[src/rtl/fp_pkg.sv]
`default_nettype none
// ============================================================================
//  Module      : fp_pkg
//  Description : Shared definitions for the floating-point add/subtract
//                pipeline. Holds the default format widths, the derived word
//                width and bias, the operand class encoding, the exception
//                flag record and the canonical quiet NaN at default widths.
//  Revision    : 1.0  initial release
// ============================================================================
package fp_pkg;

  localparam int EXP_W_DEF = 8;
  localparam int MAN_W_DEF = 23;
  localparam int W_DEF     = 1 + EXP_W_DEF + MAN_W_DEF;
  localparam int BIAS_DEF  = (1 << (EXP_W_DEF - 1)) - 1;

  // Operand classes after unpacking. Subnormals are reported as ZERO.
  typedef enum logic [2:0] {
    ZERO = 3'd0,
    NORM = 3'd1,
    INF  = 3'd2,
    QNAN = 3'd3,
    SNAN = 3'd4
  } fp_class_e;

  typedef struct packed {
    logic invalid;
    logic overflow;
    logic underflow;
    logic inexact;
  } fp_flags_t;

  localparam logic [W_DEF-1:0] CANON_NAN_DEF =
    {1'b0, {EXP_W_DEF{1'b1}}, 1'b1, {(MAN_W_DEF-1){1'b0}}};

  // Classify an operand from summary bits of its exponent and fraction.
  function automatic fp_class_e fp_classify(
    input logic exp_ones,
    input logic exp_zero,
    input logic frac_zero,
    input logic frac_msb
  );
    fp_class_e cls;
    if (exp_ones) begin
      if (frac_zero)     cls = INF;
      else if (frac_msb) cls = QNAN;
      else               cls = SNAN;
    end else if (exp_zero) begin
      cls = ZERO;
    end else begin
      cls = NORM;
    end
    return cls;
  endfunction

endpackage
`default_nettype wire

[src/rtl/fp_lzc.sv]
`default_nettype none
// ============================================================================
//  Module      : fp_lzc
//  Description : Combinational leading-zero counter.
//  Ports       : in_i  [WIDTH-1:0]  value to scan (MSB first)
//                cnt_o [CNT_W-1:0]  number of leading zeros, WIDTH if in_i==0
//  Revision    : 1.0  initial release
// ============================================================================
module fp_lzc #(
  parameter int WIDTH = 28,
  parameter int CNT_W = $clog2(WIDTH + 1)
) (
  input  logic [WIDTH-1:0] in_i,
  output logic [CNT_W-1:0] cnt_o
);

  logic found;

  always_comb begin
    cnt_o = CNT_W'(WIDTH);
    found = 1'b0;
    for (int i = WIDTH - 1; i >= 0; i--) begin
      if (!found && in_i[i]) begin
        cnt_o = CNT_W'(WIDTH - 1 - i);
        found = 1'b1;
      end
    end
  end

endmodule
`default_nettype wire

[src/rtl/fp_addsub_pipe.sv]
`default_nettype none
// ============================================================================
//  Module      : fp_addsub_pipe
//  Description : Four-stage IEEE-754 style adder/subtractor, round to nearest
//                even, subnormals flushed to zero. One operation per cycle,
//                global stall on output back-pressure.
//  Ports       : clk, rst          clock, synchronous active-high reset
//                number1/number2   operands A and B {sign, exp, frac}
//                op                0 = A+B, 1 = A-B
//                in_valid/in_ready input handshake
//                result/flags      rounded result, {inv, ovf, unf, inexact}
//                out_valid/out_ready output handshake
//  Revision    : 1.0  initial release
// ============================================================================
module fp_addsub_pipe
  import fp_pkg::*;
#(
  parameter  int EXP_W = EXP_W_DEF,
  parameter  int MAN_W = MAN_W_DEF,
  localparam int W     = 1 + EXP_W + MAN_W
) (
  input  logic         clk,
  input  logic         rst,
  input  logic [W-1:0] number1,
  input  logic [W-1:0] number2,
  input  logic         op,
  input  logic         in_valid,
  output logic         in_ready,
  output logic [W-1:0] result,
  output logic [3:0]   flags,
  output logic         out_valid,
  input  logic         out_ready
);

  localparam int SIG_W = MAN_W + 1;   // significand with hidden bit
  localparam int XW    = MAN_W + 4;   // significand + guard/round/sticky
  localparam int SW    = MAN_W + 5;   // XW plus carry-out bit
  localparam int LZ_W  = $clog2(SW + 1);
  localparam int EW    = EXP_W + 2;   // exponent with headroom and sign

  localparam logic [W-1:0]     NAN_Q     = {1'b0, {EXP_W{1'b1}}, 1'b1, {(MAN_W-1){1'b0}}};
  localparam logic [EXP_W:0]   SHIFT_LIM = (EXP_W+1)'(MAN_W + 3);
  localparam logic [EW-1:0]    EXP_MAX   = {2'b00, {EXP_W{1'b1}}};

  // Whole pipeline advances together unless a result is waiting downstream.
  logic adv;
  logic out_valid_q;
  assign adv      = !(out_valid_q && !out_ready);
  assign in_ready = adv;

  // --------------------------------------------------------------------------
  // S1: unpack, classify, resolve specials, order so |X| >= |Y|
  // --------------------------------------------------------------------------
  fp_class_e       cls_a, cls_b;
  logic            sa, sbe, eff_sub_d1, swap_d1;
  logic [W-2:0]    mag_a, mag_b;
  logic [SIG_W-1:0] sig_a, sig_b;
  logic [EXP_W-1:0] exp_a, exp_b;
  logic            spec_d1;
  logic [W-1:0]    spec_res_d1;
  fp_flags_t       spec_flg_d1;

  assign cls_a = fp_classify(&number1[W-2:MAN_W], ~|number1[W-2:MAN_W],
                             ~|number1[MAN_W-1:0], number1[MAN_W-1]);
  assign cls_b = fp_classify(&number2[W-2:MAN_W], ~|number2[W-2:MAN_W],
                             ~|number2[MAN_W-1:0], number2[MAN_W-1]);

  assign sa         = number1[W-1];
  assign sbe        = number2[W-1] ^ op;   // B's sign as it enters the sum
  assign eff_sub_d1 = sa ^ sbe;
  assign exp_a      = number1[W-2:MAN_W];
  assign exp_b      = number2[W-2:MAN_W];
  // Flushed subnormals compare and add as true zeros.
  assign mag_a      = (cls_a == ZERO) ? '0 : number1[W-2:0];
  assign mag_b      = (cls_b == ZERO) ? '0 : number2[W-2:0];
  assign sig_a      = (cls_a == ZERO) ? '0 : {1'b1, number1[MAN_W-1:0]};
  assign sig_b      = (cls_b == ZERO) ? '0 : {1'b1, number2[MAN_W-1:0]};
  assign swap_d1    = mag_b > mag_a;

  always_comb begin
    spec_d1     = 1'b1;
    spec_res_d1 = '0;
    spec_flg_d1 = '0;
    if (cls_a == QNAN || cls_a == SNAN || cls_b == QNAN || cls_b == SNAN) begin
      spec_res_d1         = NAN_Q;
      spec_flg_d1.invalid = (cls_a == SNAN) || (cls_b == SNAN);
    end else if (cls_a == INF && cls_b == INF) begin
      if (eff_sub_d1) begin
        spec_res_d1         = NAN_Q;
        spec_flg_d1.invalid = 1'b1;
      end else begin
        spec_res_d1 = {sa, {EXP_W{1'b1}}, {MAN_W{1'b0}}};
      end
    end else if (cls_a == INF) begin
      spec_res_d1 = {sa, {EXP_W{1'b1}}, {MAN_W{1'b0}}};
    end else if (cls_b == INF) begin
      spec_res_d1 = {sbe, {EXP_W{1'b1}}, {MAN_W{1'b0}}};
    end else if (cls_a == ZERO && cls_b == ZERO) begin
      spec_res_d1 = {sa & sbe, {(W-1){1'b0}}};
    end else begin
      spec_d1 = 1'b0;
    end
  end

  logic             v1_q, spec1_q, sign1_q, effsub1_q;
  logic [W-1:0]     spec_res1_q;
  fp_flags_t        spec_flg1_q;
  logic [EXP_W-1:0] ex1_q, d1_q;
  logic [SIG_W-1:0] sx1_q, sy1_q;

  always_ff @(posedge clk) begin
    if (rst) begin
      v1_q <= 1'b0;
    end else if (adv) begin
      v1_q        <= in_valid;
      spec1_q     <= spec_d1;
      spec_res1_q <= spec_res_d1;
      spec_flg1_q <= spec_flg_d1;
      effsub1_q   <= eff_sub_d1;
      sign1_q     <= swap_d1 ? sbe   : sa;
      ex1_q       <= swap_d1 ? exp_b : exp_a;
      d1_q        <= swap_d1 ? (exp_b - exp_a) : (exp_a - exp_b);
      sx1_q       <= swap_d1 ? sig_b : sig_a;
      sy1_q       <= swap_d1 ? sig_a : sig_b;
    end
  end

  // --------------------------------------------------------------------------
  // S2: align Y to X, collapsing shifted-out bits into the sticky position
  // --------------------------------------------------------------------------
  logic [2*XW-1:0] wide_d2, shifted_d2;
  logic [XW-1:0]   ax_d2, ay_d2;

  assign wide_d2    = {sy1_q, 3'b000, {XW{1'b0}}};
  assign shifted_d2 = wide_d2 >> d1_q;
  assign ax_d2      = {sx1_q, 3'b000};

  always_comb begin
    if ({1'b0, d1_q} >= SHIFT_LIM)
      ay_d2 = {{(XW-1){1'b0}}, |sy1_q};
    else
      ay_d2 = shifted_d2[2*XW-1:XW] | {{(XW-1){1'b0}}, |shifted_d2[XW-1:0]};
  end

  logic             v2_q, spec2_q, sign2_q, effsub2_q;
  logic [W-1:0]     spec_res2_q;
  fp_flags_t        spec_flg2_q;
  logic [EXP_W-1:0] ex2_q;
  logic [XW-1:0]    ax2_q, ay2_q;

  always_ff @(posedge clk) begin
    if (rst) begin
      v2_q <= 1'b0;
    end else if (adv) begin
      v2_q        <= v1_q;
      spec2_q     <= spec1_q;
      spec_res2_q <= spec_res1_q;
      spec_flg2_q <= spec_flg1_q;
      sign2_q     <= sign1_q;
      effsub2_q   <= effsub1_q;
      ex2_q       <= ex1_q;
      ax2_q       <= ax_d2;
      ay2_q       <= ay_d2;
    end
  end

  // --------------------------------------------------------------------------
  // S3: magnitude add/subtract (never negative since |X| >= |Y|), LZ count
  // --------------------------------------------------------------------------
  logic [SW-1:0]   sum_d3;
  logic [LZ_W-1:0] lz_d3;

  assign sum_d3 = effsub2_q ? ({1'b0, ax2_q} - {1'b0, ay2_q})
                            : ({1'b0, ax2_q} + {1'b0, ay2_q});

  fp_lzc #(.WIDTH(SW), .CNT_W(LZ_W)) u_lzc (
    .in_i  (sum_d3),
    .cnt_o (lz_d3)
  );

  logic             v3_q, spec3_q, sign3_q;
  logic [W-1:0]     spec_res3_q;
  fp_flags_t        spec_flg3_q;
  logic [EXP_W-1:0] ex3_q;
  logic [SW-1:0]    sum3_q;
  logic [LZ_W-1:0]  lz3_q;

  always_ff @(posedge clk) begin
    if (rst) begin
      v3_q <= 1'b0;
    end else if (adv) begin
      v3_q        <= v2_q;
      spec3_q     <= spec2_q;
      spec_res3_q <= spec_res2_q;
      spec_flg3_q <= spec_flg2_q;
      sign3_q     <= sign2_q;
      ex3_q       <= ex2_q;
      sum3_q      <= sum_d3;
      lz3_q       <= lz_d3;
    end
  end

  // --------------------------------------------------------------------------
  // S4: normalise so the leading one sits at the carry position, round, pack
  // --------------------------------------------------------------------------
  logic [SW-1:0]    norm_d4;
  logic [EW-1:0]    exp_n_d4, exp_r_d4;
  logic [SIG_W-1:0] mant_d4;
  logic [MAN_W+1:0] mant_r_d4;
  logic [MAN_W-1:0] frac_d4;
  logic             g_d4, r_d4, s_d4, rup_d4, unf_d4, ovf_d4, inx_d4;
  logic [W-1:0]     res_d4;
  fp_flags_t        flg_d4;

  assign norm_d4   = sum3_q << lz3_q;
  // Leading one at bit SW-1 has weight 2^(ex+1) relative to the hidden bit.
  assign exp_n_d4  = {2'b00, ex3_q} + EW'(1) - EW'(lz3_q);
  assign mant_d4   = norm_d4[SW-1:4];
  assign g_d4      = norm_d4[3];
  assign r_d4      = norm_d4[2];
  assign s_d4      = |norm_d4[1:0];
  assign inx_d4    = g_d4 | r_d4 | s_d4;
  assign rup_d4    = g_d4 & (r_d4 | s_d4 | mant_d4[0]);
  assign mant_r_d4 = {1'b0, mant_d4} + (MAN_W+2)'(rup_d4);
  assign exp_r_d4  = exp_n_d4 + EW'(mant_r_d4[MAN_W+1]);
  assign frac_d4   = mant_r_d4[MAN_W+1] ? mant_r_d4[MAN_W:1] : mant_r_d4[MAN_W-1:0];
  assign unf_d4    = exp_n_d4[EW-1] || (exp_n_d4 == '0);
  assign ovf_d4    = exp_r_d4 >= EXP_MAX;

  always_comb begin
    res_d4 = '0;
    flg_d4 = '0;
    if (spec3_q) begin
      res_d4 = spec_res3_q;
      flg_d4 = spec_flg3_q;
    end else if (sum3_q == '0) begin
      res_d4 = '0;   // exact cancellation
    end else if (unf_d4) begin
      flg_d4.underflow = 1'b1;
      flg_d4.inexact   = 1'b1;
    end else if (ovf_d4) begin
      res_d4          = {sign3_q, {EXP_W{1'b1}}, {MAN_W{1'b0}}};
      flg_d4.overflow = 1'b1;
      flg_d4.inexact  = 1'b1;
    end else begin
      res_d4         = {sign3_q, exp_r_d4[EXP_W-1:0], frac_d4};
      flg_d4.inexact = inx_d4;
    end
  end

  logic [W-1:0] result_q;
  fp_flags_t    flags_q;

  always_ff @(posedge clk) begin
    if (rst) begin
      out_valid_q <= 1'b0;
      result_q    <= '0;
      flags_q     <= '0;
    end else if (adv) begin
      out_valid_q <= v3_q;
      if (v3_q) begin
        result_q <= res_d4;
        flags_q  <= flg_d4;
      end
    end
  end

  assign out_valid = out_valid_q;
  assign result    = result_q;
  assign flags     = flags_q;

endmodule
`default_nettype wire

[config.mk]
export PLATFORM = sky130hd
export DESIGN_NAME = fp_addsub_pipe
export DESIGN_NICKNAME = d
export VERILOG_FILES = /design/src/rtl/fp_pkg.sv /design/src/rtl/fp_lzc.sv /design/src/rtl/fp_addsub_pipe.sv
export SDC_FILE = /design/constraint.sdc
export NUM_CORES = 1
export LEC_CHECK = 0
export ABC_AREA = 1
export BUFFER_PORTS_ARGS = -buffer_cell sky130_fd_sc_hd__buf_2
export CORE_UTILIZATION = 45
export CTS_CLUSTER_DIAMETER = 40
export DETAILED_ROUTE_END_ITERATION = 10
export PLACE_DENSITY_LB_ADDON = 0.1
export REMOVE_ABC_BUFFERS = 1
export SYNTH_ARGS = -nofsm -noshare
export SYNTH_HDL_FRONTEND = slang
export SYNTH_HIERARCHICAL = 1
export SYNTH_SLANG_ARGS = --single-unit
[constraint.sdc]
create_clock -name clk -period 26.9 [get_ports clk]
set_input_delay 6.725 -clock clk [delete_from_list [all_inputs] [get_ports clk]]
set_output_delay 6.725 -clock clk [all_outputs]
set_load 0.1 [all_outputs]
==> results of run 1 <==
## power by group through the flow
stage          sequential, mW  combinational, mW  clock, mW
2_1_floorplan           0.460              0.314          0
5_1_grt                 0.452              0.508      0.463
3_5_place_dp            0.455              0.444          0
3_3_place_gp            0.454              0.441          0
6_report                0.448              0.448      0.439
4_1_cts                 0.448              0.446      0.450
## through the flow
step           utilization  instance area (um^2)  hold WS (ps)
2_1_floorplan            -                 17700           400
3_3_place_gp         0.477                 19000           402
3_5_place_dp         0.477                 19000           405
4_1_cts              0.506                 20200           418
5_1_grt              0.506                 20200           419
6_report             0.506                 20200           416
## flip-flops by register name (all words and copies together), names as in the netlist, 3 cells and up
name	cells
spec_res2_q	3
sy1_q	24
ay2_q	27
ex2_q	8
ex3_q	8
ex1_q	8
result	32
lz3_q	5
flags	4
spec_res1_q	3
sum3_q	28
spec_res3_q	3
d1_q	8
ax2_q	24
sx1_q	24
## per-layer routing
layer | vias to the layer above | share of wire | global-route usage
met5 | - | 0 | 0
met4 | 0 | 0.036 | 0.0983
met3 | 104 | 0.038 | 0.0329
met2 | 381 | 0.47 | 0.425
met1 | 7834 | 0.45 | 0.318
li1 | 8705 | - | -
## final timing paths
check	startpoint	endpoint	slack, ps	depth (start not counted)
worst max-delay path	out_ready	in_ready	12470	4
worst min-delay path	sx1_q[14]	ax2_q[17]	420	0
worst max register to register	lz3_q[2]	result[7]	21130	25
worst min register to register	sx1_q[14]	ax2_q[17]	420	0
## cells in the final DEF, fill, tap and decap left out, drive strengths merged, types with 2 or more instances in the layout
| master | netlist | layout |
|---|---|---|
| nand3b | 6 | 6 |
| buf | 39 | 118 |
| o21bai | 6 | 6 |
| a21boi | 3 | 3 |
| nor4 | 28 | 28 |
| o41ai | 2 | 2 |
| a21o | 6 | 6 |
| nand2 | 712 | 712 |
| a2111oi | 2 | 2 |
| ha | 112 | 112 |
| o22ai | 4 | 4 |
| a211oi | 5 | 5 |
| or2 | 3 | 3 |
| fa | 4 | 4 |
| nor2 | 227 | 227 |
| clkinvlp | 0 | 2 |
| o31ai | 7 | 7 |
| inv | 290 | 296 |
| nand4 | 63 | 63 |
| nor3 | 25 | 25 |
| a31oi | 6 | 6 |
| edfxtp | 184 | 184 |
| a21oi | 142 | 142 |
| and2 | 2 | 2 |
| clkbuf | 83 | 44 |
| clkinv | 1 | 11 |
| o211ai | 17 | 17 |
| o21ai | 121 | 121 |
| nand3 | 374 | 374 |
| xor2 | 35 | 35 |
| o21a | 3 | 3 |
| dfxtp | 40 | 40 |
| xnor2 | 16 | 16 |
## cell type report
class                           count  area share
Sequential cell                   224       0.314
Timing Repair Buffer              118      0.0314
Inverter                          291      0.0544
Multi-Input combinational cell   1937       0.511
Clock buffer                       44      0.0471
Tap cell                          525      0.0326
Clock inverter                     19      0.0102
## cells by family after synthesis
| group | Yosys count | synth area share |
|---|---|---|
| buf+inv | 413 | 0.0907 |
| fa+ha+maj | 116 | 0.0811 |
| flops | 224 | 0.346 |
| xor+xnor | 51 | 0.0249 |
| compound gates | 329 | 0.100 |
| simple gates | 1441 | 0.357 |
==> results.tsv, run 1 <==
metric	value	unit
cell taking the most area after synthesis	edfxtp_1	
Reg power frac	0.336	
routed vias	17000	
Die W	203	um
antenna viol nets, final	0	
layout cells sized above 1	0.0991	
synth cell count leaders	697 x nand2_1, 360 x nand3_1, 278 x inv_1, 203 x nor2_1, 184 x edfxtp_1	
share of synthesized registers carrying an async set or reset	0	
fin nets	2792	
most frequent CP cell	buf_2	
Max-slew headroom	0.278	
critical path arrival	7710	ps
Unique masters post-synth	58	
multi-input logic area	10300	um^2
TritonCTS clock tree	yes	
placed cells	3095	
Yosys top cell area share	0.302	
synth warn	6	
Logic pwr share	0.335	
DP Worst Slack	12490	ps
storage element area	6330	um^2
crit-path cells	buf_2, nor2_1, inv_1, buf_2	
sw frac	0.387	
minimum clock period	14430	ps
Crit-path slowest cell	nor2_1	
CTS Sinks	224	
Initial DRC Count	1117	
Die Height	203	um
CP top delay family	buffers and inverters	
max incr delay on CP	390	ps
leak pwr	9.43	nW
Fin. Hold Viols	0	
min-delay worst type	reg -> reg	
Switch Pwr	0.516	mW
Core Region	39900	um^2
FMAX	69.3	MHz
post-route clock period utilization	0.537	
ANT cells	0	
die area	41400	um^2
worst path required time	20170	ps
number of global-route vias before repair	16100	
prevailing post-synth register cell	edfxtp_1	
Power Internal	0.819	mW
crit start category	primary input	
Setup CP Type	in -> out	
Overall Global Routing Usage	0.249	
clock buffer count from CTS	35	
first-pass GRT wire length	82600	um
Slew @ Worst Pin	1080	ps
Overflow after GRT	0	
Max Cap Viol	0	
antenna violations before repair	0	
hold_buf cts	0	
GPL Wtd Cong	0.911	
area grow syn2layout	10.4	%
clk_lat worst skew	550	ps
Rows	73	
sequential fraction of the synthesis area	0.346	
Worst-path clk slew	50	ps
largest net degree at the start of global routing	185	
TritonRoute pass-1 iters	5	
clock share of power	0.329	
clock skew	20.5	ps
Max Buffers Root-to-Sink	3	
count of pins over their slew limit	0	
worst-path fanout max	7	
Peak supply drop	32.5	uV
post-detail-place hpwl	39600	um
IO buf count	106	
post-CTS sizing	0	
Avg Inst Size Synth	7.10	um^2
total power	1.33	mW
status	complete, no violations	
Area contributors post-synth	edfxtp_1 30%, nand2_1 14%, nand3_1 9.9%, ha_1 7.7%, inv_1 5.7%	
I/O pin count	107	
Post-synth EDFFs	184	
setup ws final	12470	ps
#FFs+latches synth	224	
wire per inst	16.1	um
CTS Root Cell	clkbuf_16	
CP endpoint kind	output port	
post-route setup TNS	0	ps
Syn Std Cell Area	18300	um^2
unrepaired setup endpoints after global routing	false	
Final Setup Violations	0	
Initial Util	0.458	
most frequent cell after synthesis	nand2_1	
worst path bufs/invs	3	
Residual DRC	0	
pwr/cell area	66.1	nW/um^2
post-CTS setup buffer count	0	
Non-Filler Instances	3158	
Avg Vias per Cell	5.39	
Post-Synthesis Cells	2574	
H-Tree Depth	2	
FILL cells	3992	
Detailed Route WL	50900	um
Power figures use the tool's default switching activity.
==> inputs of run 2 (changes only) <==
clock period = 14.7 ns   (was 26.9 ns; I/O delays follow)
==> results.tsv, run 2 (synthesis results as in run 1) <==
metric	value	unit	change
status	complete, no violations		
routed vias	17400		+2.2%
antenna viol nets, final	0		unchanged
H-Tree Depth	2		unchanged
Core Region	39900	um^2	unchanged
r2r setup slk	9320	ps	-11810 ps
Hold Startpoint	spec_flg2_q[3]		
critical path arrival	4650	ps	-3060 ps
number of global-route vias before repair	16200		+0.32%
max reg flops	32		unchanged
post-route clock period utilization	0.567		
Worst R2R Start	lz3_q[2]		
most common cell after layout, fill and taps aside	nand2_1		
Fin. Hold Viols	0		unchanged
CP startpoint	out_ready		
Residual DRC	0		unchanged
Setup CP Type	in -> out		
worst-path fanout max	7		unchanged
CTS Sinks	224		unchanged
first-pass GRT wire length	85100	um	+3.1%
fin nets	2797		+0.18%
minimum clock period	8330	ps	
Overflow after GRT	0		unchanged
Overall Global Routing Usage	0.260		+0.0110
min-delay worst type	reg -> reg		
post-detail-place hpwl	41800	um	+5.4%
Avg Vias per Cell	5.50		+1.9%
Worst-path clk slew	50	ps	about the same
multi-input logic area	10300	um^2	unchanged
area grow syn2layout	11.0	%	
Initial DRC Count	1419		+27%
post-route setup TNS	0	ps	unchanged
storage element area	6330	um^2	unchanged
hold depth	0		unchanged
cells on worst reg2reg path	27		+8.0%
largest net degree at the start of global routing	185		unchanged
Max Buffers Root-to-Sink	3		unchanged
CP endpoint kind	output port		
worst path required time	11020	ps	-9150 ps
layout cells sized above 1	0.101		+0.00231
hold_ws	416	ps	-0.646 ps
commonest non-fill, non-tap cells in the layout	695 x nand2_1, 359 x nand3_1, 278 x inv_1		
Rows	73		unchanged
clock buffer count from CTS	40		+14%
Max Cap Viol	0		unchanged
post-CTS setup buffer count	0		unchanged
TritonRoute pass-1 iters	6		+1
leak pwr	9.46	nW	+0.32%
clock skew	17.1	ps	-3.44 ps
setup ws final	6370	ps	-6090 ps
unrepaired setup endpoints after global routing	false		
antenna violations before repair	0		unchanged
die area	41400	um^2	unchanged
Detailed Route WL	53800	um	+5.7%
FILL cells	3995		+0.075%
hold_buf cts	0		unchanged
GPL Wtd Cong	0.956		+4.9%
Peak supply drop	76.1	uV	+130%
FMAX	120	MHz	
CTS Root Cell	clkbuf_16		
Die W	203	um	unchanged
ANT cells	0		unchanged
clk_lat worst skew	560	ps	about the same
DP Worst Slack	6380	ps	-6120 ps
IO buf count	106		unchanged
Final Setup Violations	0		unchanged
wire per inst	17.0	um	+5.4%
Die Height	203	um	unchanged
Initial Util	0.458		unchanged
I/O pin count	107		unchanged
count of pins over their slew limit	0		unchanged
Slew @ Worst Pin	1130	ps	+47.1 ps
Finished Core Util	0.508		+0.00257
TritonCTS clock tree	yes		
post-CTS sizing	0		unchanged
crit start category	primary input		
pwr/cell area	124	nW/um^2	+87%
Max-slew headroom	0.247		-0.0314
-- run 2: path summary, 6_finish.rpt --
kind,to
max,in_ready
min,spec_flg3_q[3]
max reg2reg,result[5]
min reg2reg,spec_flg3_q[3]
-- run 2: worst max-delay path, cell delays in order --
cell and delay (ps):
buf_2 100, nor2_1 380, inv_1 170, buf_2 330
-- run 2: final cells by class --
cell class	count	area share
clock buffers	46	0.0510
clock inverters	26	0.0112
inverters	291	0.0542
multi-input cells	1937	0.508
flip-flops and latches	224	0.312
well taps	525	0.0324
repair buffers	118	0.0312
-- run 2: per-layer routing --
layer | share of wire | up-vias | track usage
met5 | 0 | - | 0
met4 | 0.040 | 0 | 0.115
met3 | 0.061 | 110 | 0.0457
met2 | 0.44 | 552 | 0.413
met1 | 0.45 | 8024 | 0.346
li1 | - | 8719 | -
-- run 2: power breakdown --
part | internal [mW] | total [mW] | switching, mW
clock network | 0.516 | 0.860 | 0.344
logic | 0.245 | 0.838 | 0.594
registers | 0.767 | 0.814 | 0.0474
total | 1.53 | 2.51 | 0.985
-- run 2: through the flow --
| step | total power [mW] | area (um^2) | std cells |
|---|---|---|---|
| after floorplan | 1.42 | 17700 | 2452 |
| after global placement | 1.65 | 19000 | 3095 |
| after detailed placement | 1.65 | 19000 | 3095 |
| after CTS | 2.52 | 20300 | 3167 |
| after global routing | 2.67 | 20300 | 3167 |
| final | 2.51 | 20300 | 3167 |
==> inputs of run 3 (changes only) <==
clock period = 8 ns   (was 14.7 ns; I/O delays follow)
==> results.tsv, run 3 (synthesis results as in run 1) <==
metric	value	unit	change
status	complete, no violations		
Rows	73		unchanged
hold depth	0		unchanged
die area	41400	um^2	unchanged
clock buffer count from CTS	40		unchanged
Max Cap Viol	0		unchanged
unrepaired setup endpoints after global routing	false		
storage element area	6330	um^2	unchanged
FMAX	173	MHz	
hold_buf cts	0		unchanged
placed cells	3097		+0.065%
worst-path fanout max	46		+39
leak pwr	9.56	nW	+1.1%
most common cell after layout, fill and taps aside	nand2_1		
multi-input logic area	10300	um^2	unchanged
DR WL met2	24800	um	+3.5%
Max-slew headroom	0.299		+0.0525
clock skew	36.0	ps	+18.9 ps
Initial Util	0.458		unchanged
wire per inst	16.4	um	-3.5%
FILL cells	4022		+0.68%
post-detail-place hpwl	40500	um	-3.1%
r2r setup slk	2670	ps	-6650 ps
CP top delay family	simple AND/OR/NAND/NOR gates		
TritonRoute pass-1 iters	7		+1
post-CTS sizing	0		unchanged
CTS Sinks	224		unchanged
worst path required time	8430	ps	-2590 ps
ANT cells	0		unchanged
Detailed Route WL	52000	um	-3.4%
fin nets	2799		+0.072%
minimum clock period	5790	ps	
IO buf count	106		unchanged
clk_lat worst skew	570	ps	about the same
routed vias	17200		-0.95%
antenna violations before repair	0		unchanged
Worst-path clk slew	50	ps	about the same
layout cells sized above 1	0.104		+0.00291
pwr/cell area	234	nW/um^2	+89%
DR top layer	met4		
CP endpoint kind	flip-flop		
Fin. Hold Viols	0		unchanged
Core Region	39900	um^2	unchanged
largest net degree at the start of global routing	185		unchanged
H-Tree Depth	2		unchanged
Die W	203	um	unchanged
min-delay worst type	reg -> reg		
Hold EP	ex2_q[4]		
commonest non-fill, non-tap cells in the layout	695 x nand2_1, 359 x nand3_1, 278 x inv_1		
wl on met1	23800	um	-2.6%
critical path arrival	6220	ps	+1570 ps
max incr delay on CP	690	ps	+310 ps
Die Height	203	um	unchanged
Max Buffers Root-to-Sink	3		unchanged
Residual DRC	0		unchanged
post-route clock period utilization	0.724		
Non-Filler Instances	3170		+0.095%
number of global-route vias before repair	16200		+0.34%
Overall Global Routing Usage	0.255		-0.00561
CTS Root Cell	clkbuf_16		
Avg Vias per Cell	5.44		-1.0%
count of pins over their slew limit	0		unchanged
first-pass GRT wire length	84500	um	-0.74%
worst reg2reg path endpoint	result[21]		
Worst R2R Start	lz3_q[2]		
max reg flops	32		unchanged
metal3 WL	2050	um	-38%
most frequent CP cell	nand2_1		
cells on worst reg2reg path	26		-3.7%
GPL Wtd Cong	0.961		+0.58%
Overflow after GRT	0		unchanged
area grow syn2layout	12.0	%	
antenna viol nets, final	0		unchanged
Initial DRC Count	1087		-23%
Final Setup Violations	0		unchanged
Slew @ Worst Pin	1050	ps	-78.8 ps
TritonCTS clock tree	yes		
Setup CP Type	in -> reg		
Peak supply drop	130	uV	+70%
Crit-path slowest cell	inv_1		
Hold Startpoint	ex1_q[4]		
I/O pin count	107		unchanged
worst path bufs/invs	3		unchanged
crit start category	primary input		
crit-path cells	buf_2, nor4_1, nand2_1, inv_1, nor2_1, ha_1, nand2_1, nor2_1, a211oi_1, o21ai_0, a21oi_1, nor2_1, o21ai_0, nand2_1, nand3b_1, nand2_2, nand2_2, buf_4, nand2_1, nand2_1		
post-route setup TNS	0	ps	unchanged
post-CTS setup buffer count	0		unchanged
-- run 3: changes by cell type in the layout (fill, tap and decap cells not counted), moves of 3 or more --
| cell | previous run | this run |
|---|---|---|
| inv_8 | 1 | 4 |
| clkinvlp_4 | 7 | 4 |
| clkinv_4 | 6 | 2 |
| clkinv_1 | 4 | 1 |
| bufinv_16 | 0 | 5 |
-- run 3: layout make-up --
type,instances,share of cell area
sequential,224,0.309
clock buffer,45,0.0514
clock inverter,28,0.0185
inverter,291,0.0537
tap,525,0.0321
timing repair buffer,120,0.0317
multi-input combinational,1937,0.504
-- run 3: layer usage --
| layer | GRT usage | vias up |
|---|---|---|
| met5 | 0 | - |
| met3 | 0.0300 | 88 |
| met4 | 0.0827 | 0 |
| met1 | 0.334 | 7998 |
| met2 | 0.435 | 419 |
| li1 | - | 8735 |
-- run 3: worst max path at each step --
stage | from | endpoint | cells past startpoint
after CTS | number2[27] | sx1_q[2] | 20
after global routing | number2[27] | ex1_q[1] | 20
after detailed placement | number2[27] | ex1_q[1] | 20
after floorplan | out_ready | ax2_q[10] | 2
after global placement | number2[27] | sx1_q[2] | 20
final | number2[27] | ex1_q[1] | 20
-- run 3: power by group --
part           internal (mW)  switching [mW]  total [mW]
logic                  0.451            1.08        1.53
clock network           1.14           0.630        1.77
registers               1.41          0.0861        1.50
-- run 3: stage by stage --
step	worst slack (ps)	power (mW)	hold slack, ps	utilization	cell area (um^2)
after detailed placement	1620	3.03	405	0.477	19000
after global placement	1720	3.02	402	0.477	19000
after global routing	1880	5.10	420	0.513	20500
after CTS	2230	4.82	416	0.513	20500
final	2210	4.79	415	0.513	20500
after floorplan	-2450	2.61	400	-	17700
